File: config.mk
export PLATFORM = sky130hd
export DESIGN_NAME = pcm_status_poll
export DESIGN_NICKNAME = d
export VERILOG_FILES = /design/src/rtl/pcm_status_poll_pkg.sv /design/src/rtl/pcm_status_poll_bus_cycle.sv /design/src/rtl/pcm_status_poll.sv
export SDC_FILE = /design/constraint.sdc
export NUM_CORES = 1
export LEC_CHECK = 0
export CORE_ASPECT_RATIO = 0.7
export CORE_MARGIN = 8
export CORE_UTILIZATION = 53
export DETAILED_ROUTE_END_ITERATION = 8
export GPL_TIMING_DRIVEN = 0
export HOLD_SLACK_MARGIN = 0.15
export PLACE_DENSITY = 0.85
export SLEW_MARGIN = 20
export SYNTH_ARGS = -nofsm -noshare
export SYNTH_HDL_FRONTEND = slang
export SYNTH_SLANG_ARGS = --single-unit
File: constraint.sdc
create_clock -name clk -period 5.9 [get_ports clk]
set_input_delay 1.18 -clock clk [delete_from_list [all_inputs] [get_ports clk]]
set_output_delay 1.18 -clock clk [all_outputs]
set_load 0.02 [all_outputs]
File: src/rtl/pcm_status_poll_pkg.sv
// Shared definitions for the PCM status-poll stage and the unlock/program
// sequencer: command opcodes, status-register bit indices, FSM state and
// bus-phase encodings, and the SR error classifier.
package pcm_status_poll_pkg;

  localparam logic [15:0] CMD_UNLOCK1 = 16'h0060;
  localparam logic [15:0] CMD_UNLOCK2 = 16'h00D0;
  localparam logic [15:0] CMD_PROG    = 16'h0040;
  localparam logic [15:0] CMD_RDSR    = 16'h0070;
  localparam logic [15:0] CMD_CLRSR   = 16'h0050;
  localparam logic [15:0] CMD_RDARR   = 16'h00FF;

  // Status register bit indices
  localparam int SR_READY     = 7;
  localparam int SR_ERASE_ERR = 5;
  localparam int SR_PROG_ERR  = 4;
  localparam int SR_VPP_ERR   = 3;
  localparam int SR_LOCK_ERR  = 1;

  typedef enum logic [2:0] {
    ST_IDLE,
    ST_CMD_WR,
    ST_REC,
    ST_RD,
    ST_CHECK,
    ST_CLR_WR,
    ST_RDA_WR,
    ST_DONE
  } state_t;

  // Kind of bus activity the bus-cycle engine is performing
  typedef enum logic [1:0] {
    PH_IDLE,
    PH_WR,
    PH_RD,
    PH_GAP
  } phase_t;

  function automatic logic sr_error(input logic [7:0] sr);
    return sr[SR_ERASE_ERR] | sr[SR_PROG_ERR] | sr[SR_VPP_ERR] | sr[SR_LOCK_ERR];
  endfunction

endpackage

File: src/rtl/pcm_status_poll_bus_cycle.sv
// One timed PCM bus phase: registered active-low strobes, dq drive enable,
// write data and a down-counter for the phase length.
// Ports:
//   clk, rst        clock, async active-high reset
//   load            start a new phase this edge (phase/wdata valid)
//   phase           phase to enter when load=1
//   wdata           data to drive for a write phase
//   ce, oe, we      PCM strobes, active-low, registered
//   dq_oe, dq_out   write data bus drive enable and data
//   last            current phase is on its final cycle
//   sample          final cycle of a read phase (capture dq_in now)
module pcm_status_poll_bus_cycle
  import pcm_status_poll_pkg::*;
#(
  parameter int WR_TIME = 5,
  parameter int RD_TIME = 10,
  parameter int CMD_GAP = 1
) (
  input  logic        clk,
  input  logic        rst,
  input  logic        load,
  input  phase_t      phase,
  input  logic [15:0] wdata,
  output logic        ce,
  output logic        oe,
  output logic        we,
  output logic        dq_oe,
  output logic [15:0] dq_out,
  output logic        last,
  output logic        sample
);

  localparam int CW = 16;
  localparam logic [CW-1:0] WR_LOAD  = CW'(WR_TIME - 1);
  localparam logic [CW-1:0] RD_LOAD  = CW'(RD_TIME - 1);
  localparam logic [CW-1:0] GAP_LOAD = CW'(CMD_GAP - 1);

  logic [CW-1:0] cnt_q, cnt_d;
  phase_t        phase_q, phase_d;
  logic          ce_q, ce_d, oe_q, oe_d, we_q, we_d, dq_oe_q, dq_oe_d;
  logic [15:0]   dq_out_q, dq_out_d;

  always_comb begin
    cnt_d    = cnt_q;
    phase_d  = phase_q;
    ce_d     = ce_q;
    oe_d     = oe_q;
    we_d     = we_q;
    dq_oe_d  = dq_oe_q;
    dq_out_d = dq_out_q;
    if (load) begin
      phase_d = phase;
      ce_d    = 1'b1;
      oe_d    = 1'b1;
      we_d    = 1'b1;
      unique case (phase)
        PH_WR: begin
          cnt_d    = WR_LOAD;
          ce_d     = 1'b0;
          we_d     = 1'b0;
          dq_oe_d  = 1'b1;
          dq_out_d = wdata;
        end
        PH_RD: begin
          cnt_d   = RD_LOAD;
          ce_d    = 1'b0;
          oe_d    = 1'b0;
          dq_oe_d = 1'b0;
        end
        // Recovery keeps dq driven after a write (hold time), released after a read
        PH_GAP: cnt_d = GAP_LOAD;
        default: begin
          cnt_d   = '0;
          dq_oe_d = 1'b0;
        end
      endcase
    end else if (cnt_q != '0) begin
      cnt_d = cnt_q - 1'b1;
    end
  end

  always_ff @(posedge clk or posedge rst) begin
    if (rst) begin
      cnt_q    <= '0;
      phase_q  <= PH_IDLE;
      ce_q     <= 1'b1;
      oe_q     <= 1'b1;
      we_q     <= 1'b1;
      dq_oe_q  <= 1'b0;
      dq_out_q <= '0;
    end else begin
      cnt_q    <= cnt_d;
      phase_q  <= phase_d;
      ce_q     <= ce_d;
      oe_q     <= oe_d;
      we_q     <= we_d;
      dq_oe_q  <= dq_oe_d;
      dq_out_q <= dq_out_d;
    end
  end

  assign ce     = ce_q;
  assign oe     = oe_q;
  assign we     = we_q;
  assign dq_oe  = dq_oe_q;
  assign dq_out = dq_out_q;
  assign last   = (cnt_q == '0);
  assign sample = (phase_q == PH_RD) && (cnt_q == '0);

endmodule

File: src/rtl/pcm_status_poll.sv
// PCM status poll: after a program operation, issues Read Status (0x70),
// polls SR7 until ready, classifies the error bits, clears status (0x50) on
// error and reports the result with a one-cycle done pulse.
// Optional feature macro: PCM_RDARRAY_EN -- on clean completion, write Read
// Array (0xFF) before done so the device returns to array mode.
// Ports:
//   clk, rst        clock, async active-high reset
//   start           1-cycle request, accepted only when idle
//   base_addr       word address [24:1] of the programmed block
//   busy, done      sequence in progress / 1-cycle completion pulse
//   status          last sampled SR[7:0]
//   err, timeout    error bits seen / POLL_MAX reads without ready
//   ce, oe, we      PCM strobes (active-low), addr PCM word address
//   dq_out, dq_oe   write data and its drive enable; dq_in read data
module pcm_status_poll
  import pcm_status_poll_pkg::*;
#(
  parameter int WR_TIME  = 5,
  parameter int RD_TIME  = 10,
  parameter int CMD_GAP  = 1,
  parameter int POLL_MAX = 50000
) (
  input  logic        clk,
  input  logic        rst,
  input  logic        start,
  input  logic [23:0] base_addr,
  output logic        busy,
  output logic        done,
  output logic [7:0]  status,
  output logic        err,
  output logic        timeout,
  output logic        ce,
  output logic        oe,
  output logic        we,
  output logic [23:0] addr,
  output logic [15:0] dq_out,
  output logic        dq_oe,
  input  logic [15:0] dq_in
);

  localparam logic [15:0] POLL_LIMIT = 16'(POLL_MAX);

  state_t      state_q, state_d;
  state_t      ret_q, ret_d;       // state that follows the current recovery gap
  logic [23:0] addr_q, addr_d;
  logic [7:0]  status_q, status_d;
  logic [15:0] poll_q, poll_d;
  logic        err_q, err_d, timeout_q, timeout_d, busy_q, busy_d, done_q, done_d;

  logic        bus_load, bus_last, bus_sample;
  phase_t      bus_phase;
  logic [15:0] bus_wdata;

  always_comb begin
    state_d   = state_q;
    ret_d     = ret_q;
    addr_d    = addr_q;
    status_d  = status_q;
    poll_d    = poll_q;
    err_d     = err_q;
    timeout_d = timeout_q;
    unique case (state_q)
      ST_IDLE: if (start) begin
        state_d   = ST_CMD_WR;
        ret_d     = ST_RD;
        addr_d    = base_addr;
        poll_d    = '0;
        err_d     = 1'b0;
        timeout_d = 1'b0;
      end
      ST_CMD_WR, ST_CLR_WR, ST_RDA_WR: if (bus_last) state_d = ST_REC;
      ST_REC: if (bus_last) state_d = ret_q;
      ST_RD: if (bus_sample) begin
        status_d = dq_in[7:0];
        poll_d   = poll_q + 16'd1;
        state_d  = ST_REC;
        ret_d    = ST_CHECK;
      end
      ST_CHECK: begin
        if (status_q[SR_READY] && sr_error(status_q)) begin
          state_d = ST_CLR_WR;
          ret_d   = ST_DONE;
          err_d   = 1'b1;
        end else if (status_q[SR_READY]) begin
`ifdef PCM_RDARRAY_EN
          state_d = ST_RDA_WR;
          ret_d   = ST_DONE;
`else
          state_d = ST_DONE;
`endif
        end else if (poll_q == POLL_LIMIT) begin
          timeout_d = 1'b1;
          state_d   = ST_DONE;
        end else begin
          // Device is still in status mode, so just read again
          state_d = ST_RD;
        end
      end
      default: state_d = ST_IDLE;  // ST_DONE
    endcase
    busy_d = (state_d != ST_IDLE);
    done_d = (state_d == ST_DONE);
  end

  // Bus strobes are registered from the next state so they line up with it
  always_comb begin
    bus_load  = (state_d != state_q);
    bus_phase = PH_IDLE;
    bus_wdata = CMD_RDSR;
    unique case (state_d)
      ST_CMD_WR: bus_phase = PH_WR;
      ST_CLR_WR: begin bus_phase = PH_WR; bus_wdata = CMD_CLRSR; end
      ST_RDA_WR: begin bus_phase = PH_WR; bus_wdata = CMD_RDARR; end
      ST_RD:     bus_phase = PH_RD;
      ST_REC:    bus_phase = PH_GAP;
      default:   bus_phase = PH_IDLE;
    endcase
  end

  always_ff @(posedge clk or posedge rst) begin
    if (rst) begin
      state_q   <= ST_IDLE;
      ret_q     <= ST_IDLE;
      addr_q    <= '0;
      status_q  <= '0;
      poll_q    <= '0;
      err_q     <= 1'b0;
      timeout_q <= 1'b0;
      busy_q    <= 1'b0;
      done_q    <= 1'b0;
    end else begin
      state_q   <= state_d;
      ret_q     <= ret_d;
      addr_q    <= addr_d;
      status_q  <= status_d;
      poll_q    <= poll_d;
      err_q     <= err_d;
      timeout_q <= timeout_d;
      busy_q    <= busy_d;
      done_q    <= done_d;
    end
  end

  pcm_status_poll_bus_cycle #(
    .WR_TIME(WR_TIME),
    .RD_TIME(RD_TIME),
    .CMD_GAP(CMD_GAP)
  ) u_bus (
    .clk   (clk),
    .rst   (rst),
    .load  (bus_load),
    .phase (bus_phase),
    .wdata (bus_wdata),
    .ce    (ce),
    .oe    (oe),
    .we    (we),
    .dq_oe (dq_oe),
    .dq_out(dq_out),
    .last  (bus_last),
    .sample(bus_sample)
  );

  assign addr    = addr_q;
  assign status  = status_q;
  assign err     = err_q;
  assign timeout = timeout_q;
  assign busy    = busy_q;
  assign done    = done_q;

endmodule

==> parameters.txt <==
Parameter                              Value

STA
  Final-report hold violation count    0
  Final Skew    0.00862 ns
  Final cycle utilization of the critical path    a little over half
  Accumulated negative setup slack    0 ns
  Max_slew headroom    about half
  Unrepaired setup endpoints after global routing    false
  Setup violations, final    0
  Fin crit period    approximately 3.2 ns
  Final slew viol count    0
  Maximum achievable frequency    between 300 and 400 MHz
  Worst slew pin tran    between 0.7 and 0.8 ns

CTS
  Worst skew pair latency    roughly 0.35 ns
  Clock sink count    a little over 80
  Clk buf depth    2
  Hold Buf Count CTS    0
  CTS Buf Count    9
  Buffer count from post-CTS setup fixing    0
  Clock-pin slew of the registers on the worst-case setup and hold paths    0.08 ns
  Clock root buffer    sky130_fd_sc_hd__clkbuf_8
  TritonCTS clock tree    done
  H-tree levels    3
  Post-CTS Resized    0

Cells and area
  Share of post-route cells with drive strength above 1    12.6%
  Total Nets Final    around 560
  Fin cells    slightly above 600
  Antenna diode instance count    0
  Area growth syn-to-layout    30.7%

Synthesis
  XOR/XNOR share of the synthesized area    under 10%
  Largest area contributor in the netlist    sky130_fd_sc_hd__dfrtp_1
  FF+latch count, synth    82
  Cell types with the largest area share after synthesis    sky130_fd_sc_hd__dfrtp_1 (49%), sky130_fd_sc_hd__nand2_1 (8.1%), sky130_fd_sc_hd__xnor2_1 (4.8%)
  Synth Area in Simple Gates    between 20% and 30%
  Main combinational cell family by area after synthesis    simple AND/OR/NAND/NOR gates
  Share of synthesized area occupied by flip-flops and latches    between 50% and 60%
  Number of warning messages in the yosys log    0
  Mapped Cells    411
  Number of enable-type register cells in the synthesized netlist    0
  Share of flip-flops with an asynchronous set or reset after synthesis    100%
  Distinct cell type count of the synthesized netlist    between 50 and 60
  Share of the synthesized area in the top cell type    between 40% and 50%
  Share of the synthesized area in compound gates (AO/OA/AOI/OAI)    7.28%
  Multiplexer fraction of the synthesized cell area    3.96%
  Average cell area after synthesis    a little under 10 sq um
  Cell area after technology mapping    4040 sq um
  Most used DFF post-synth    sky130_fd_sc_hd__dfrtp_1
  Post-synthesis share of cell area spent on full adders, half adders and majority gates    between 2 and 3%

Floorplan
  Standard-cell rows    26
  Width of the chip    between 100 and 150 microns
  Number of top-level pins    just under 100
  Starting density of the core    between 50% and 60%
  Die outline area    10,700 sq um
  Die Y-Extent    about 90 microns
  Area inside the core boundary    7350 sq um

Worst setup path
  Critical path type    register to register
  Type of element capturing the critical path    register
  Req. time, crit path    around 6 ns
  Worst flop-to-flop path endpoint    u_bus.dq_out[5]$_DFFE_PP0P_
  FF-to-FF setup slack    2.68 ns
  Source of the worst register-to-register timing path    u_bus.cnt_q[0]$_DFFE_PP0P_
  Data arrival time of the critical path    between 3 and 4 ns
  Kind of launch point of the worst setup path    register
  Path depth of the worst reg2reg path    12
  Maximum fanout count along the critical path    10

Global route
  Maximum number of pins on one net before global-route repair    50
  Wire length of the first global-routing pass    approximately 16 mm
  Total global routing track utilization    19.0%
  Number of antenna violations at the first check in global routing    0
  Vias in the first global route    3,244
  Total gr overflow    0

Detailed routing
  Total number of vias    ~3,300
  DRT antenna net count    0
  Post-detailed-routing wire length    slightly below 10 mm
  Vias per inst    between 5 and 6
  Number of detailed-routing iterations run before antenna repair    4
  Mean routed wirelength per cell    between 15 and 20 microns
  Number of DRC violations after detailed-routing iteration 0    approximately 230
  DR DRC count    0

Power
  Total leakage power    2.34 nW
  Combinational Power Share    a little under two fifths
  Total power divided by cell area    413 nW/um^2
  Share of total power consumed by net switching    between 30% and 40%
  Final Total Pwr    around 2.2 mW
  Part of the total power dissipated in the clock network    22.1%
  Internal Power    ~1.4 mW
  Largest voltage drop on the vdd net    roughly 0.19 mV
  Flop pwr share    40.7%
  Switch Pwr    776 uW

Place
  Cell total after placement    599
  Total half-perimeter wirelength after legalization and detailed placement    between 7 and 8 mm
  Final Wtd Congestion    0.844
  Port bufs    slightly above 80

Status
  Outcome    finished, final reports clean

Job
  Total of max-cap violations    0

Min path
  Worst hold path class    register to register
  Hold Path Origin    addr[10]$_DFFE_PP0P_
  Instance count along the most critical hold path    2
  Worst Hold End    addr[10]$_DFFE_PP0P_
## worst max-delay path by stage
stage / start / endpoint / slack [ns] / depth (start not counted)
finish: u_bus.cnt_q[0]$_DFFE_PP0P_ / u_bus.dq_out[5]$_DFFE_PP0P_ / 2.68 / 12
global route: u_bus.cnt_q[0]$_DFFE_PP0P_ / u_bus.dq_out[5]$_DFFE_PP0P_ / 2.45 / 12
CTS: u_bus.cnt_q[0]$_DFFE_PP0P_ / u_bus.dq_out[5]$_DFFE_PP0P_ / 2.73 / 12
detailed placement: start / u_bus.dq_out[5]$_DFFE_PP0P_ / 2.44 / 9
global placement: rst / addr[11]$_DFFE_PP0P_ / 1.35 / 2
floorplan: rst / addr[0]$_DFFE_PP0P_ / 2.62 / 1
## synthesized netlist by cell type, types with 2 or more instances
library cell,count
sky130_fd_sc_hd__a32o_1,2
sky130_fd_sc_hd__mux2_1,2
sky130_fd_sc_hd__nor2_1,35
sky130_fd_sc_hd__a21oi_1,5
sky130_fd_sc_hd__o31a_1,4
sky130_fd_sc_hd__xnor2_1,22
sky130_fd_sc_hd__dfstp_2,3
sky130_fd_sc_hd__a21oi_2,3
sky130_fd_sc_hd__nor2b_1,3
sky130_fd_sc_hd__nor4b_1,3
sky130_fd_sc_hd__nand2_1,87
sky130_fd_sc_hd__o22ai_1,2
sky130_fd_sc_hd__nor4_1,7
sky130_fd_sc_hd__ha_1,9
sky130_fd_sc_hd__dfrtp_1,79
sky130_fd_sc_hd__nand2b_1,3
sky130_fd_sc_hd__nand3_1,15
sky130_fd_sc_hd__inv_1,11
sky130_fd_sc_hd__xor2_1,3
sky130_fd_sc_hd__buf_6,2
sky130_fd_sc_hd__buf_4,13
sky130_fd_sc_hd__and3_1,3
sky130_fd_sc_hd__nor4b_2,2
sky130_fd_sc_hd__o21ai_0,11
sky130_fd_sc_hd__or4bb_1,2
sky130_fd_sc_hd__or3_1,6
sky130_fd_sc_hd__nand4_1,6
sky130_fd_sc_hd__and4_1,2
sky130_fd_sc_hd__clkbuf_1,13
sky130_fd_sc_hd__o21ai_1,4
sky130_fd_sc_hd__mux2_2,10
sky130_fd_sc_hd__buf_2,3
sky130_fd_sc_hd__nor3_1,12
## area by class of cell
class | count | area (sq um)
flip-flops and latches | 82 | 2060
fillers | 544 | 2070
well taps | 98 | 123
inverters | 11 | 43.8
plain buffers | 32 | 188
clock buffers | 9 | 124
clock inverters | 7 | 118
repair buffers | 83 | 848
multi-input cells | 293 | 1780
## power by group through the flow
stage / logic (mW) / clock network, mW / registers, mW
final: 0.810 / 0.483 / 0.888
after global routing: 0.881 / 0.520 / 0.910
after CTS: 0.819 / 0.495 / 0.886
after detailed placement: 0.809 / 0 / 0.894
after global placement: 0.783 / 0 / 0.881
after floorplan: 0.346 / 0 / 1.00
## layout by cell type, fill, tap and decap left out, types with 11 or more instances in the layout
cell / n
sky130_fd_sc_hd__buf_4: 13
sky130_fd_sc_hd__clkdlybuf4s50_1: 82
sky130_fd_sc_hd__nor2_1: 35
sky130_fd_sc_hd__nand3_1: 15
sky130_fd_sc_hd__nor3_1: 12
sky130_fd_sc_hd__dfrtp_1: 79
sky130_fd_sc_hd__nand2_1: 87
sky130_fd_sc_hd__clkbuf_1: 13
sky130_fd_sc_hd__xnor2_1: 22
sky130_fd_sc_hd__o21ai_0: 11
## cell families (layout without fill, tap and decap cells)
kind of cell             after synthesis  count (layout)
other                                  1               8
multiplexers                          14              14
buffers and inverters                 43             142
flip-flops                            82              82
adder cells (fa/ha/maj)                9               9
AND/OR/NAND/NOR                      196             196
AO/OA/AOI/OAI                         41              41
XOR/XNOR                              25              25
## through the flow
stage	util [%]	cell area, sq um	worst slack [ns]	hold slack [ns]
2_1_floorplan	-	4070	2.62	0.459
3_3_place_gp	68.2	5010	1.35	0.458
3_5_place_dp	68.6	5040	2.44	0.461
4_1_cts	71.9	5280	2.73	0.482
5_1_grt	71.9	5280	2.45	0.506
6_report	71.9	5280	2.68	0.481
## per-layer routing
layer / global-route usage (%) / routed length [microns] / up-vias
li1: - / - / 1574
met1: 24.7 / 4410 / 1582
met2: 30.8 / 4760 / 108
met3: 4.73 / 624 / 10
met4: 5.98 / 98 / 0
met5: 0 / 0 / -
## worst max-delay path, stage by stage, from the launching register on
cell and delay (ns):
sky130_fd_sc_hd__dfrtp_1 0.43, sky130_fd_sc_hd__inv_1 0.11, sky130_fd_sc_hd__ha_1 0.15, sky130_fd_sc_hd__nor4b_2 0.28, sky130_fd_sc_hd__nand4_1 0.25, sky130_fd_sc_hd__buf_2 0.26
sky130_fd_sc_hd__nand4_1 0.11, sky130_fd_sc_hd__o311ai_1 0.21, sky130_fd_sc_hd__nor2_1 0.41, sky130_fd_sc_hd__inv_1 0.13, sky130_fd_sc_hd__ha_1 0.24, sky130_fd_sc_hd__nand2_1 0.19
sky130_fd_sc_hd__mux2_2 0.36
## flip-flops by register name (all words and copies together) (netlist names)
name           cells
poll_q            16
u_bus.we           1
done               1
addr              24
u_bus.dq_out       3
state_q            3
busy               1
u_bus.dq_oe        1
timeout            1
ret_q              2
u_bus.ce           1
u_bus.oe           1
u_bus.cnt_q       16
status             8
u_bus.phase_q      2
err                1
Power figures use the tool's default switching activity.
